<file path="src/rtl/fetch_pkg.sv">
// Shared types and constants for the instruction prefetch queue.
// Imported by fetch_fifo and fetch_queue.
package fetch_pkg;

   localparam int FQ_DEPTH = 4;
   localparam logic [31:0] NOP_INSTR = 32'h0000_0013;

   typedef struct packed {
      logic [31:0] instr;
      logic [31:0] pc;
   } fq_entry_t;

endpackage

</file>
<file path="src/rtl/fetch_fifo.sv">
// Register-based FIFO of fetched instructions with their PCs.
// Clear wins over push/pop so a redirect empties it in one edge.
module fetch_fifo
   import fetch_pkg::*;
#(
   parameter int DEPTH = FQ_DEPTH,
   localparam int AW = $clog2(DEPTH),
   localparam int CW = AW + 1
) (
   input  logic          clk,
   input  logic          reset,
   input  logic          push,
   input  fq_entry_t     push_data,
   input  logic          pop,
   input  logic          clear,
   output fq_entry_t     head,
   output logic [CW-1:0] count
);

   fq_entry_t     mem_q [DEPTH];
   fq_entry_t     mem_d [DEPTH];
   logic [AW-1:0] wr_ptr_q, wr_ptr_d;
   logic [AW-1:0] rd_ptr_q, rd_ptr_d;
   logic [CW-1:0] count_q, count_d;
   logic          do_push, do_pop;

   always_comb begin
      do_push  = push && !clear;
      do_pop   = pop && !clear && (count_q != '0);
      mem_d    = mem_q;
      wr_ptr_d = wr_ptr_q;
      rd_ptr_d = rd_ptr_q;
      count_d  = count_q;
      if (clear) begin
         wr_ptr_d = '0;
         rd_ptr_d = '0;
         count_d  = '0;
      end else begin
         if (do_push) begin
            mem_d[wr_ptr_q] = push_data;
            wr_ptr_d        = wr_ptr_q + AW'(1);
         end
         if (do_pop) begin
            rd_ptr_d = rd_ptr_q + AW'(1);
         end
         unique case ({do_push, do_pop})
            2'b10:   count_d = count_q + CW'(1);
            2'b01:   count_d = count_q - CW'(1);
            default: count_d = count_q;
         endcase
      end
   end

   always_ff @(posedge clk or negedge reset) begin
      if (!reset) begin
         for (int i = 0; i < DEPTH; i++) begin
            mem_q[i] <= '0;
         end
         wr_ptr_q <= '0;
         rd_ptr_q <= '0;
         count_q  <= '0;
      end else begin
         mem_q    <= mem_d;
         wr_ptr_q <= wr_ptr_d;
         rd_ptr_q <= rd_ptr_d;
         count_q  <= count_d;
      end
   end

   assign head  = mem_q[rd_ptr_q];
   assign count = count_q;

endmodule

</file>
<file path="src/rtl/fetch_queue.sv">
// Prefetch queue: owns the fetch PC, issues credit-limited requests to a
// variable-latency instruction memory and buffers responses for decode.
module fetch_queue
   import fetch_pkg::*;
#(
   parameter int          DEPTH    = FQ_DEPTH,
   parameter logic [31:0] RESET_PC = 32'h0000_0000
) (
   input  logic        clk,
   input  logic        reset,
   output logic        ImemReq,
   output logic [31:0] ImemAddr,
   input  logic        ImemGnt,
   input  logic        ImemRspValid,
   input  logic [31:0] ImemRspData,
   input  logic        PCSrcE,
   input  logic [31:0] PCTargetE,
   input  logic        StallD,
   output logic        ValidD,
   output logic [31:0] InstrD,
   output logic [31:0] PCD,
   output logic [31:0] PCPlus4D
);

   localparam int CW = $clog2(DEPTH) + 1;
   localparam logic [CW:0] CAP = (CW + 1)'(DEPTH);

   logic [31:0]   fetch_pc_q, fetch_pc_d;
   logic [31:0]   rsp_pc_q, rsp_pc_d;
   logic [CW-1:0] inflight_q, inflight_d;
   logic [CW-1:0] discard_q, discard_d;
   logic [CW-1:0] count;
   logic [CW:0]   occupancy;
   logic          gnt, rsp_ok, push, pop;
   fq_entry_t     head, push_data;

   // Every in-flight request reserves a slot, so a push never meets a full queue.
   assign occupancy = {1'b0, count} + {1'b0, inflight_q};
   assign ImemReq   = reset && !PCSrcE && (occupancy < CAP);
   assign ImemAddr  = fetch_pc_q;
   assign gnt       = ImemReq && ImemGnt;
   assign rsp_ok    = ImemRspValid && (inflight_q != '0);
   assign pop       = ValidD && !StallD && !PCSrcE;

   always_comb begin
      fetch_pc_d = fetch_pc_q;
      rsp_pc_d   = rsp_pc_q;
      discard_d  = discard_q;
      push       = 1'b0;
      inflight_d = inflight_q + CW'(gnt) - CW'(rsp_ok);
      if (gnt) begin
         fetch_pc_d = fetch_pc_q + 32'd4;
      end
      if (PCSrcE) begin
         fetch_pc_d = PCTargetE;
         rsp_pc_d   = PCTargetE;
         discard_d  = inflight_q - CW'(rsp_ok);
      end else if (rsp_ok) begin
         if (discard_q != '0) begin
            discard_d = discard_q - CW'(1);
         end else begin
            push     = 1'b1;
            rsp_pc_d = rsp_pc_q + 32'd4;
         end
      end
   end

   always_ff @(posedge clk or negedge reset) begin
      if (!reset) begin
         fetch_pc_q <= RESET_PC;
         rsp_pc_q   <= RESET_PC;
         inflight_q <= '0;
         discard_q  <= '0;
      end else begin
         fetch_pc_q <= fetch_pc_d;
         rsp_pc_q   <= rsp_pc_d;
         inflight_q <= inflight_d;
         discard_q  <= discard_d;
      end
   end

   always_comb begin
      push_data       = '0;
      push_data.instr = ImemRspData;
      push_data.pc    = rsp_pc_q;
   end

   fetch_fifo #(
      .DEPTH(DEPTH)
   ) u_fifo (
      .clk      (clk),
      .reset    (reset),
      .push     (push),
      .push_data(push_data),
      .pop      (pop),
      .clear    (PCSrcE),
      .head     (head),
      .count    (count)
   );

   assign ValidD   = (count != '0);
   assign InstrD   = ValidD ? head.instr : NOP_INSTR;
   assign PCD      = ValidD ? head.pc : 32'h0;
   assign PCPlus4D = ValidD ? head.pc + 32'd4 : 32'h0;

   a_rsp_credit: assert property (
      @(posedge clk) disable iff (!reset)
      ImemRspValid |-> (inflight_q != '0)
   );

endmodule
</file>
<file path="config.mk">
export PLATFORM = sky130hd
export DESIGN_NAME = fetch_queue
export DESIGN_NICKNAME = d
export VERILOG_FILES = /design/src/rtl/fetch_pkg.sv /design/src/rtl/fetch_fifo.sv /design/src/rtl/fetch_queue.sv
export SDC_FILE = /design/constraint.sdc
export NUM_CORES = 1
export LEC_CHECK = 0
export BUFFER_PORTS_ARGS = -buffer_cell sky130_fd_sc_hd__buf_2
export CORE_MARGIN = 5
export CORE_UTILIZATION = 60
export CTS_CLUSTER_SIZE = 40
export DETAILED_ROUTE_END_ITERATION = 12
export GPL_TIMING_DRIVEN = 0
export PLACE_DENSITY_LB_ADDON = 0.25
export SLEW_MARGIN = 40
export SYNTH_ARGS = -nofsm -noshare
export SYNTH_HDL_FRONTEND = slang
export SYNTH_HIERARCHICAL = 1
export SYNTH_SLANG_ARGS = --single-unit
</file>
<file path="constraint.sdc">
create_clock -name clk -period 4.9 [get_ports clk]
set_input_delay 0.245 -clock clk [delete_from_list [all_inputs] [get_ports clk]]
set_output_delay 0.245 -clock clk [all_outputs]
set_load 0.1 [all_outputs]
</file>
== Word-level counts from Yosys, hierarchy flattened ==
Cells that the tools add are included.

* Word-level logic and storage cells: 87
* Input port bits: 70
* Output and inout port bits: 130
* Flip-flop bits (word level): 333

* Add/sub/neg operators: 12
* Reductions and logical operators: 24
* Equal/unequal tests: 3
* Bitwise logic cells: 3
* Magnitude comparators: 4
* Mux-type cells: 26

{| class="wikitable"
|+ Operator list
! operator !! count
|-
| bitwise mux 256 bit || 1
|-
| two-way mux 32 bit || 8
|-
| two-way mux 64 bit || 3
|-
| binary-select mux 64 bit (select 2 bit) || 1
|-
| demux 64 bit (select 2 bit) || 1
|-
| adder 32 x 3 -> 32 bit (second input constant) || 3
|-
| two-way mux 3 bit || 4
|-
| nonzero test 3 bit || 4
|-
| logical AND 1 bit || 10
|-
| nonzero test 2 bit || 5
|-
| two-way mux 2 bit || 4
|-
| >= comparator 3 bit (second input constant) || 2
|-
| inverter 2 -> 3 bit || 2
|-
| case mux 3 bit (2 select lines) || 1
|-
| AND reduction 2 bit || 3
|-
| subtractor 3 x 1 -> 3 bit || 2
|-
| subtractor 3 x 1 -> 3 bit (second input constant) || 2
|-
| adder 2 x 1 -> 2 bit (second input constant) || 2
|-
| adder 3 x 3 -> 4 bit || 1
|-
| < comparator 4 x 3 -> 1 bit (second input constant) || 1
|-
| adder 3 x 1 -> 3 bit || 1
|-
| adder 3 x 1 -> 3 bit (second input constant) || 1
|-
| < comparator 3 x 1 -> 1 bit (second input constant) || 1
|-
| two-way mux 1 bit || 3
|-
| 5 further kinds || 6
|}

== Depth between registers and ports, before layout ==
Gate-level depths: netlist of run 1.

* Word-level depth: 8
* Depth in mapped cells: 12
* Depth with buffers taken out: 10

== Cells and area by module ==
Netlist of run 1, hierarchy kept.

{| class="wikitable"
|+ By module, submodules not included
! module !! cells each !! seq. area each (um^2) !! area each (um^2) !! times used
|-
| fetch_fifo || 666 || 6581.3 || 12772.2 || 1
|-
| fetch_queue || 640 || 1751.7 || 5168.7 || 1
|}

== Least setup slack after synthesis of run 1 ==
Ideal clock, no wire load.

* Path kind: register -> output
* Start: reg u_fifo.rd_ptr_q[1]
* End: out PCPlus4D[31]
* Setup slack: 1053 ps
* Arrival time: 3602 ps
* Data required time: 4655 ps
* Path buffers: 2
* Cell stages (with the launch flop): 9
* Cell sequence: dfrtp_1 buf_2 buf_1 mux4_2 nand4_1 nor3_1 nand3_1 or3_1 a21oi_1

{| class="wikitable"
|+ RTL lines
! element !! line !! text
|-
| from (decl) || fetch_fifo.sv:23 || <nowiki>logic [AW-1:0] rd_ptr_q, rd_ptr_d;</nowiki>
|-
| from (signal assigned) || fetch_fifo.sv:65 || <nowiki>rd_ptr_q <= rd_ptr_d;</nowiki>
|-
| to (decl) || fetch_queue.sv:22 || <nowiki>output logic [31:0] PCPlus4D</nowiki>
|}

==> results of run 1 <==
## layout by cell type (no fill, tap or decap), types with 33 or more instances in the layout
cell / count
o21ai_0: 35
buf_2: 208
clkbuf_16: 39
xnor2_1: 33
mux2_4: 240
clkbuf_1: 38
and2_1: 65
nand2_1: 67
dfrtp_1: 333
mux4_2: 64
nor2_1: 57
nand3_1: 42
## kinds of logic after synthesis
kind of cell | after synthesis | share of synthesized area (%)
AOI/OAI and AO/OA | 113 | 4.17
xor gates and xnor gates | 59 | 2.88
adders and majority gates | 17 | 1.27
buffers and inverters | 106 | 4.74
DFF | 333 | 46.4
muxes | 327 | 29.5
and+or+nand+nor | 351 | 10.9
## registers in the layout, summed over array words and instances, names as in the netlist
| signal | flops |
|---|---|
| inflight_q | 3 |
| ImemAddr | 32 |
| u_fifo/wr_ptr_q | 2 |
| discard_q | 3 |
| rsp_pc_q | 32 |
| u_fifo/mem_q | 256 |
| u_fifo/count | 3 |
| u_fifo/rd_ptr_q | 2 |
## what timing repair did
item	CTS	global route
hold buffers	24	0
resized for setup	0	0
hold endpoints to repair	186	0
## worst max-delay path, stage by stage (launching register included)
cell      delay [ns]
dfrtp_1         0.33
buf_2           0.33
clkbuf_1        0.64
mux4_2          0.46
nand4_1         0.31
nor2_1          0.67
nand3_1         0.16
or3_1           0.33
a21oi_1         0.19
buf_2           0.46
## per-layer routing
layer  up-vias  wire, µm
met2       418     20900
met5         -         7
li1       5292         -
met1      6100     19200
met4         2      1570
met3        96      2460
## power by group
part           internal, mW  leakage, nW  switching, mW
combinational         0.893         5.44           1.12
sequential             3.10         4.45          0.305
clock                  1.59        0.570           1.09
total                  5.59         10.5           2.52
## layout make-up
type | instances | area, µm²
Buffer | 75 | 734
Clock buffer | 56 | 1090
Clock inverter | 7 | 71.3
Fill cell | 2029 | 8570
Inverter | 31 | 116
Multi-Input combinational cell | 867 | 8770
Sequential cell | 333 | 8330
Tap cell | 390 | 488
Timing Repair Buffer | 228 | 1380
## stage by stage
stage               std cells  setup slack [ns]
finish                   1987             0.252
global route             1987            0.0409
CTS                      1987             0.234
detailed placement       1900             0.795
global placement         1895             -3.62
floorplan                1306              1.05
## how the worst max path moves through the flow
stage,from,to,cells past startpoint
3_5_place_dp,u_fifo/rd_ptr_q[1],PCPlus4D[31],9
6_report,u_fifo/rd_ptr_q[1],PCPlus4D[31],9
3_3_place_gp,reset,inflight_q[2],12
2_1_floorplan,u_fifo/rd_ptr_q[1],PCPlus4D[31],8
5_1_grt,u_fifo/rd_ptr_q[1],PCPlus4D[31],9
4_1_cts,u_fifo/rd_ptr_q[1],PCPlus4D[31],9
==> flow_metrics.tcl, run 1 <==
set metrics [dict create \
    timing.final.crit_share_pct 94.9 \
    remaining_number_of_nets_flagged_by_the_antenna_check_after_routing 0 \
    synth_edf_count 0 \
    globalRouteMet3Util_pct 3.85 \
    clock_insertion_delay_worst_skew_ns 0.52 \
    port_buffers 199 \
    min_from "ImemRspData[28]" \
    worst-r2r-setup-slack_ns 1.22 \
    critPathLaunchType "register" \
    finalPower_mw 8.11 \
    routed_wl_um 44200 \
    antenna_cells 0 \
    global_route_wire_length_before_repair_um 70900 \
    synth-seq-cells 333 \
    cp.required_ns 4.66 \
    drt-pass1-iter-count 5 \
    setup_violations 0 \
    achievable-frequency_mhz 215 \
    clk_pin_slew_ns 0.06 \
    drive_gt1_share_pct 40.4 \
    post_cts_setup_inserts 0 \
    hold_viol 0 \
    clk_root_buf "clkbuf_16" \
    critical_setup_path_kind "reg -> out" \
    total_grt_usage_pct 26.5 \
    drv_cap 0 \
    reg2reg_end "u_fifo/count[2]" \
    yosysWarningCount 6 \
    grt_pass1_vias 12600 \
    place_hpwl_um 30800 \
    ctsHtreeMaxLevel 2 \
    synth.cells.most_frequent "dfrtp_1, mux2_4, nand2_1, and2_1, mux4_2" \
    async_reset_ff_share_pct 100 \
    rsz_0062_raised_after_global_routing "false" \
    grtUsageMet2_pct 42.6 \
    number_of_instances_on_the_worst_hold_path 2 \
    finalNetCount 1660 \
    drv_slew 0 \
    ioPinCount 200 \
    finalWeightedCongestion 0.936 \
    max_slew.worst_pin.slew_ns 0.891 \
    worst_ir_drop_vdd_mv 0.259 \
    floorplan.core_area_um2 29600 \
    min_delay_worst_type "in -> reg" \
    grt_max_degree 73 \
    synthDistinctLibCells 62 \
    clkSinkCount 333 \
    average_cell_area_after_synthesis_um2 13.7 \
    area_growth_syn_to_layout_pct 17.0 \
    reg2reg_from "u_fifo/count[0]" \
    synth_nets 1393 \
    final_design_area_no_fill_um2 21000 \
    worstPathArrival_ns 4.40 \
    hold_ws_ns 0.0138 \
    proportion_of_netlist_area_held_by_the_largest_area_contributor_pct 46.4 \
    p_per_area_nw_per_um2 386 \
    outcome "finished clean" \
    timing.max_slew.rel_slack_pct 40.6 \
    drt_iter0_markers 910 \
    std_cell_rows 63 \
    grt_overflow 0 \
    fin_worst_skew_ns 0.0167 \
    synthCells 1306 \
    timing.setup.tns_ns 0 \
    leakagePower_nw 10.5 \
    period_needed_ns 4.65 \
    post_drt_via_cell_ratio 5.99 \
    rr_worst_depth 9 \
    yosysSeqAreaShare_pct 46.4 \
    placed_cell_area_um2 19600 \
    grt_util_met1_pct 37.4 \
    die_h_um 183 \
    tritoncts_clock_tree "yes" \
    critPathMaxFanout 10 \
    synth_ff_type "dfrtp_1" \
    detail_route.wl_per_cell_um 22.2 \
    numCtsBuffers 37 \
    timing.critical_path.to_type "output port" \
    grt_most_used_layer "met2" \
    synth_largest_area_cell "dfrtp_1" \
    die_w_um 183 \
    drt_drc_violations_left 0 \
    initial_antenna_violation_count 1 \
    design.die.area_um2 33500 \
    vias 11900 \
    cts_buffer_depth 3 \
    final_core_utilization_pct 71.0 \
    mappedNetlistArea_um2 17900 \
    post-synth-top-count-cell "dfrtp_1" \
    synth.area.top_cells "dfrtp_1, mux2_4, mux4_2" \
    whs_endpoint "u_fifo/mem_q[60]" \
    start_util_pct 60.7 \
]
(Power assumes the default switching activity.)
==> inputs of run 2 (changes only) <==
- CORE_UTILIZATION: 60 -> 64
==> flow_metrics.tcl, run 2 (synthesis gave the netlist of run 1 again) <==
set metrics [dict create \
    place_hpwl_um 30600 \
    cts_buffer_depth 3 \
    clock_insertion_delay_worst_skew_ns 0.51 \
    grt_pass1_vias 12500 \
    area_growth_syn_to_layout_pct 16.8 \
    path_delay_family "simple AND/OR/NAND/NOR gates" \
    post_drt_via_cell_ratio 6.05 \
    worst_ir_drop_vdd_mv 0.304 \
    grtUsageMet2_pct 46.1 \
    drt_drc_violations_left 0 \
    critPathLaunchType "register" \
    setup_violations 0 \
    rr_worst_depth 9 \
    largest_register "u_fifo/mem_q" \
    drv_slew 0 \
    drv_cap 0 \
    clk_pin_slew_ns 0.06 \
    grt_util_met1_pct 39.1 \
    reg2reg_from "u_fifo/count[0]" \
    design.die.area_um2 31500 \
    ctsHtreeMaxLevel 2 \
    grt_overflow 0 \
    whs_endpoint "ImemAddr[10]" \
    period_needed_ns 4.83 \
    cts_repair_resize_count 0 \
    p_per_area_nw_per_um2 390 \
    layoutNonFillerInstCount 1970 \
    vias 11900 \
    timing.final.ws_setup_ns 0.0651 \
    leakagePower_nw 10.5 \
    numCtsBuffers 36 \
    critical_path_cell_by_cell "buf_2 -> clkbuf_1 -> mux4_2 -> nand4_1 -> nor2_1 -> nand3_1 -> or3_1 -> a21oi_1 -> buf_2" \
    timing.setup.tns_ns 0 \
    drive_gt1_share_pct 40.8 \
    drt_iter0_markers 834 \
    port_buffers 199 \
    cpPeakStageDelay_ns 0.75 \
    finalNetCount 1654 \
    remaining_number_of_nets_flagged_by_the_antenna_check_after_routing 0 \
    outcome "finished clean" \
    dpl.cell_count 1888 \
    min_delay_worst_type "in -> reg" \
    critical_setup_path_kind "reg -> out" \
    std_cell_rows 61 \
    grt_most_used_layer "met2" \
    dpl_worst_slack_ns 0.845 \
    timing.critical_path.to_type "output port" \
    reg2reg_end "u_fifo/count[2]" \
    cp.required_ns 4.66 \
    tritoncts_clock_tree "yes" \
    worstPathArrival_ns 4.59 \
    fin_worst_skew_ns 0.0146 \
    finalWeightedCongestion 0.903 \
    global_route_wire_length_before_repair_um 70100 \
    achievable-frequency_mhz 207 \
    final_cell_mix "dfrtp_1, mux2_4, buf_2" \
    die_w_um 177 \
    largest_register_ffs 256 \
    clk_root_buf "clkbuf_16" \
    drt-pass1-iter-count 5 \
    timing.final.crit_share_pct 98.7 \
    initial_antenna_violation_count 2 \
    worst-r2r-setup-slack_ns 1.13 \
    die_h_um 177 \
    start_util_pct 64.8 \
    total_grt_usage_pct 28.3 \
    finalPower_mw 8.17 \
    number_of_instances_on_the_worst_hold_path 3 \
    min_from "PCTargetE[10]" \
    rsz_0062_raised_after_global_routing "false" \
    final_core_utilization_pct 75.6 \
    cp.buffers_inverters 3 \
    ioPinCount 200 \
    floorplan.core_area_um2 27700 \
    timing.max_slew.rel_slack_pct 44.1 \
    hold_viol 0 \
    clkSinkCount 333 \
    globalRouteMet3Util_pct 4.99 \
    routed_wl_um 44100 \
    post_cts_setup_inserts 0 \
    max_slew.worst_pin.slew_ns 0.835 \
    critPathMaxFanout 10 \
    path_common_cell "buf_2" \
    detail_route.wl_per_cell_um 22.4 \
    critPathSlowestCell "nor2_1" \
    layout_commonest_cell "dfrtp_1" \
    grt_max_degree 67 \
]
[run 2: changes by cell type in the layout (fill, tap and decap cells not counted), sizes merged, moves of 2 or more]
cell,delta
dlygate4sd3,-5
clkbuf,-3
bufinv,+2
clkinv,+2
inv,-2
[run 2: repair_timing]
item / in CTS / in global routing
endpoints found under the setup margin: 0 / 0
hold buffers: 19 / 0
hold endpoints to repair: 104 / 0
[run 2: worst register-to-register path: stages, from the launching register on]
cell and delay, ns:
dfrtp_1 0.52, nor3_1 0.66, clkbuf_1 0.59, nor3_2 0.21, o31ai_1 0.20, nor3_1 0.12
fa_1 0.48, or3b_1 0.46, a2bb2oi_1 0.15, o311ai_0 0.28
[run 2: layout make-up]
class	count	area [µm²]
fillers	1775	6750
flip-flops and latches	333	8330
inverters	31	116
plain buffers	75	736
multi-input cells	867	8770
diodes	1	2.50
clock inverters	10	131
well taps	378	473
repair buffers	223	1330
clock buffers	52	1050
[run 2: metrics by stage]
stage	instance area (µm²)	hold slack [ns]
after CTS	20900	0.000870
after global placement	19400	0.471
after detailed placement	19600	0.157
final	21000	0.00962
after global routing	21000	0.0107
after floorplan	17900	-0.0506
[run 2: worst max path at each step]
stage	end	depth (start not counted)	slack, ns	from
2_1_floorplan	PCPlus4D[31]	8	1.05	u_fifo/rd_ptr_q[1]
3_3_place_gp	inflight_q[2]	12	-3.61	reset
3_5_place_dp	PCPlus4D[19]	9	0.84	u_fifo/rd_ptr_q[1]
4_1_cts	PCPlus4D[31]	9	0.24	u_fifo/rd_ptr_q[1]
5_1_grt	PCPlus4D[31]	9	0.001	u_fifo/rd_ptr_q[1]
6_report	PCPlus4D[31]	9	0.07	u_fifo/rd_ptr_q[1]
[run 2: per-layer routing]
metal  up-vias  wire length (µm)
met2       429             21200
li1       5282                 -
met4         2              1250
met1      6118             18900
met5         -                 7
met3        87              2730
[run 2: where the power goes]
part	internal (mW)	switching, mW	total (mW)
clock network	1.65	1.10	2.74
registers	3.10	0.306	3.41
logic	0.890	1.12	2.01
==> inputs of run 3 (changes only) <==
- CAP_MARGIN: unset -> 20
- clock period: 4.9 -> 6 ns (I/O delays scaled with it)
==> flow_metrics.tcl, run 3 (synthesis gave the netlist of run 1 again) <==
set metrics [dict create \
    tritoncts_clock_tree "yes" \
    design.die.area_um2 31500 \
    port_buffers 199 \
    path_delay_family "simple AND/OR/NAND/NOR gates" \
    critPathLaunchType "register" \
    post_drt_via_cell_ratio 6.03 \
    clk_root_buf "clkbuf_16" \
    cp.required_ns 5.70 \
    final_cell_mix "dfrtp_1, mux2_4, buf_2" \
    start_util_pct 64.8 \
    reg2reg_end "u_fifo/count[2]" \
    vias 11800 \
    routed_wl_um 44000 \
    grt_overflow 0 \
    drt_iter0_markers 799 \
    critPathSlowestCell "nor2_1" \
    whs_endpoint "rsp_pc_q[30]" \
    min_from "PCTargetE[30]" \
    drive_gt1_share_pct 41.2 \
    grt_pass1_vias 12400 \
    worstPathArrival_ns 4.55 \
    die_h_um 177 \
    post_cts_setup_inserts 0 \
    numCtsBuffers 36 \
    critPathMaxFanout 10 \
    area_growth_syn_to_layout_pct 15.8 \
    p_per_area_nw_per_um2 320 \
    drv_slew 0 \
    max_slew.worst_pin.slew_ns 0.835 \
    leakagePower_nw 10.4 \
    drv_cap 0 \
    worst-r2r-setup-slack_ns 2.18 \
    floorplan.core_area_um2 27700 \
    reg2reg_from "u_fifo/count[0]" \
    ioPinCount 200 \
    finalWeightedCongestion 0.903 \
    hold_viol 0 \
    ctsHtreeMaxLevel 2 \
    timing.critical_path.to_type "output port" \
    grt_max_degree 67 \
    cpPeakStageDelay_ns 0.75 \
    outcome "finished clean" \
    largest_register_ffs 256 \
    rr_worst_depth 9 \
    global_route_wire_length_before_repair_um 69800 \
    path_common_cell "buf_2" \
    hold_buffers 2 \
    dpl_worst_slack_ns 1.89 \
    total_grt_usage_pct 28.2 \
    die_w_um 177 \
    worst_ir_drop_vdd_mv 0.249 \
    number_of_instances_on_the_worst_hold_path 3 \
    fin_worst_skew_ns 0.0174 \
    min_delay_worst_type "in -> reg" \
    detail_route.wl_per_cell_um 22.5 \
    timing.max_slew.rel_slack_pct 44.1 \
    layout_commonest_cell "dfrtp_1" \
    timing.final.ws_setup_ns 1.15 \
    rsz_0062_raised_after_global_routing "false" \
    layoutNonFillerInstCount 1953 \
    place_hpwl_um 30600 \
    timing.final.crit_share_pct 80.9 \
    drt_drc_violations_left 0 \
    std_cell_rows 61 \
    initial_antenna_violation_count 2 \
    remaining_number_of_nets_flagged_by_the_antenna_check_after_routing 0 \
    setup_violations 0 \
    critical_path_cell_by_cell "buf_2 -> clkbuf_1 -> mux4_2 -> nand4_1 -> nor2_1 -> nand3_1 -> or3_1 -> a21oi_1 -> buf_2" \
    largest_register "u_fifo/mem_q" \
    cts_repair_resize_count 0 \
    critical_setup_path_kind "reg -> out" \
    cts_buffer_depth 3 \
    dpl.cell_count 1888 \
    clkSinkCount 333 \
    clock_insertion_delay_worst_skew_ns 0.52 \
    achievable-frequency_mhz 206 \
    drt-pass1-iter-count 5 \
    clk_pin_slew_ns 0.07 \
    finalNetCount 1637 \
    period_needed_ns 4.85 \
    cp.buffers_inverters 3 \
]
[run 3: cell count changes in the layout (fill, tap and decap cells not counted)]
cell | previous run | this run
dlygate4sd3_1 | 19 | 2
[run 3: final cells by class]
class	instances	area (µm²)
antenna	1	2.50
multi-input combinational	867	8770
inverter	31	116
timing repair buffer	206	1160
clock buffer	52	1050
fill	1795	6920
sequential	333	8330
buffer	75	736
tap	378	473
clock inverter	10	131
[run 3: layer usage]
layer / vias to the layer above / wire [µm] / share of wire [%] / GRT usage (%)
li1: 5241 / - / - / -
met4: 2 / 1230 / 2.8 / 8.86
met1: 6033 / 18800 / 43 / 39.1
met5: - / 7 / 0.016 / 0
met2: 413 / 21100 / 48 / 45.9
met3: 82 / 2780 / 6.3 / 5.05
[run 3: worst register-to-register path, cell delays in order (launching register included)]
cell and delay [ns]:
dfrtp_1 0.52, nor3_1 0.66, clkbuf_1 0.60, nor3_2 0.22
o31ai_1 0.21, nor3_1 0.12, fa_1 0.48, or3b_1 0.45
a2bb2oi_1 0.15, o311ai_0 0.28
[run 3: worst max-delay path by stage]
| stage | start | to | slack (ns) | depth (start not counted) |
|---|---|---|---|---|
| floorplan | u_fifo/rd_ptr_q[1] | PCPlus4D[31] | 2.10 | 8 |
| global placement | reset | inflight_q[2] | -2.56 | 12 |
| detailed placement | u_fifo/rd_ptr_q[1] | PCPlus4D[19] | 1.89 | 9 |
| CTS | u_fifo/rd_ptr_q[1] | PCPlus4D[31] | 1.28 | 9 |
| global route | u_fifo/rd_ptr_q[1] | PCPlus4D[31] | 1.05 | 9 |
| finish | u_fifo/rd_ptr_q[1] | PCPlus4D[31] | 1.15 | 9 |
[run 3: per-stage QoR]
stage | utilization (%) | power, mW | cell area, µm² | hold WS (ns) | TNS (ns)
floorplan | - | 4.00 | 17900 | 0.00441 | 0
global placement | 70.1 | 4.35 | 19400 | 0.483 | -579.41
detailed placement | 70.6 | 4.43 | 19600 | 0.212 | 0
CTS | 75.0 | 6.68 | 20800 | 0.0140 | 0
global route | 75.0 | 6.92 | 20800 | 0.0394 | 0
finish | 75.0 | 6.66 | 20800 | 0.0273 | 0
[run 3: report_power, final]
group	internal [mW]	leakage [nW]	total (mW)	switching, mW
clock network	1.35	0.582	2.24	0.892
logic	0.719	5.35	1.64	0.916
registers	2.53	4.45	2.78	0.251
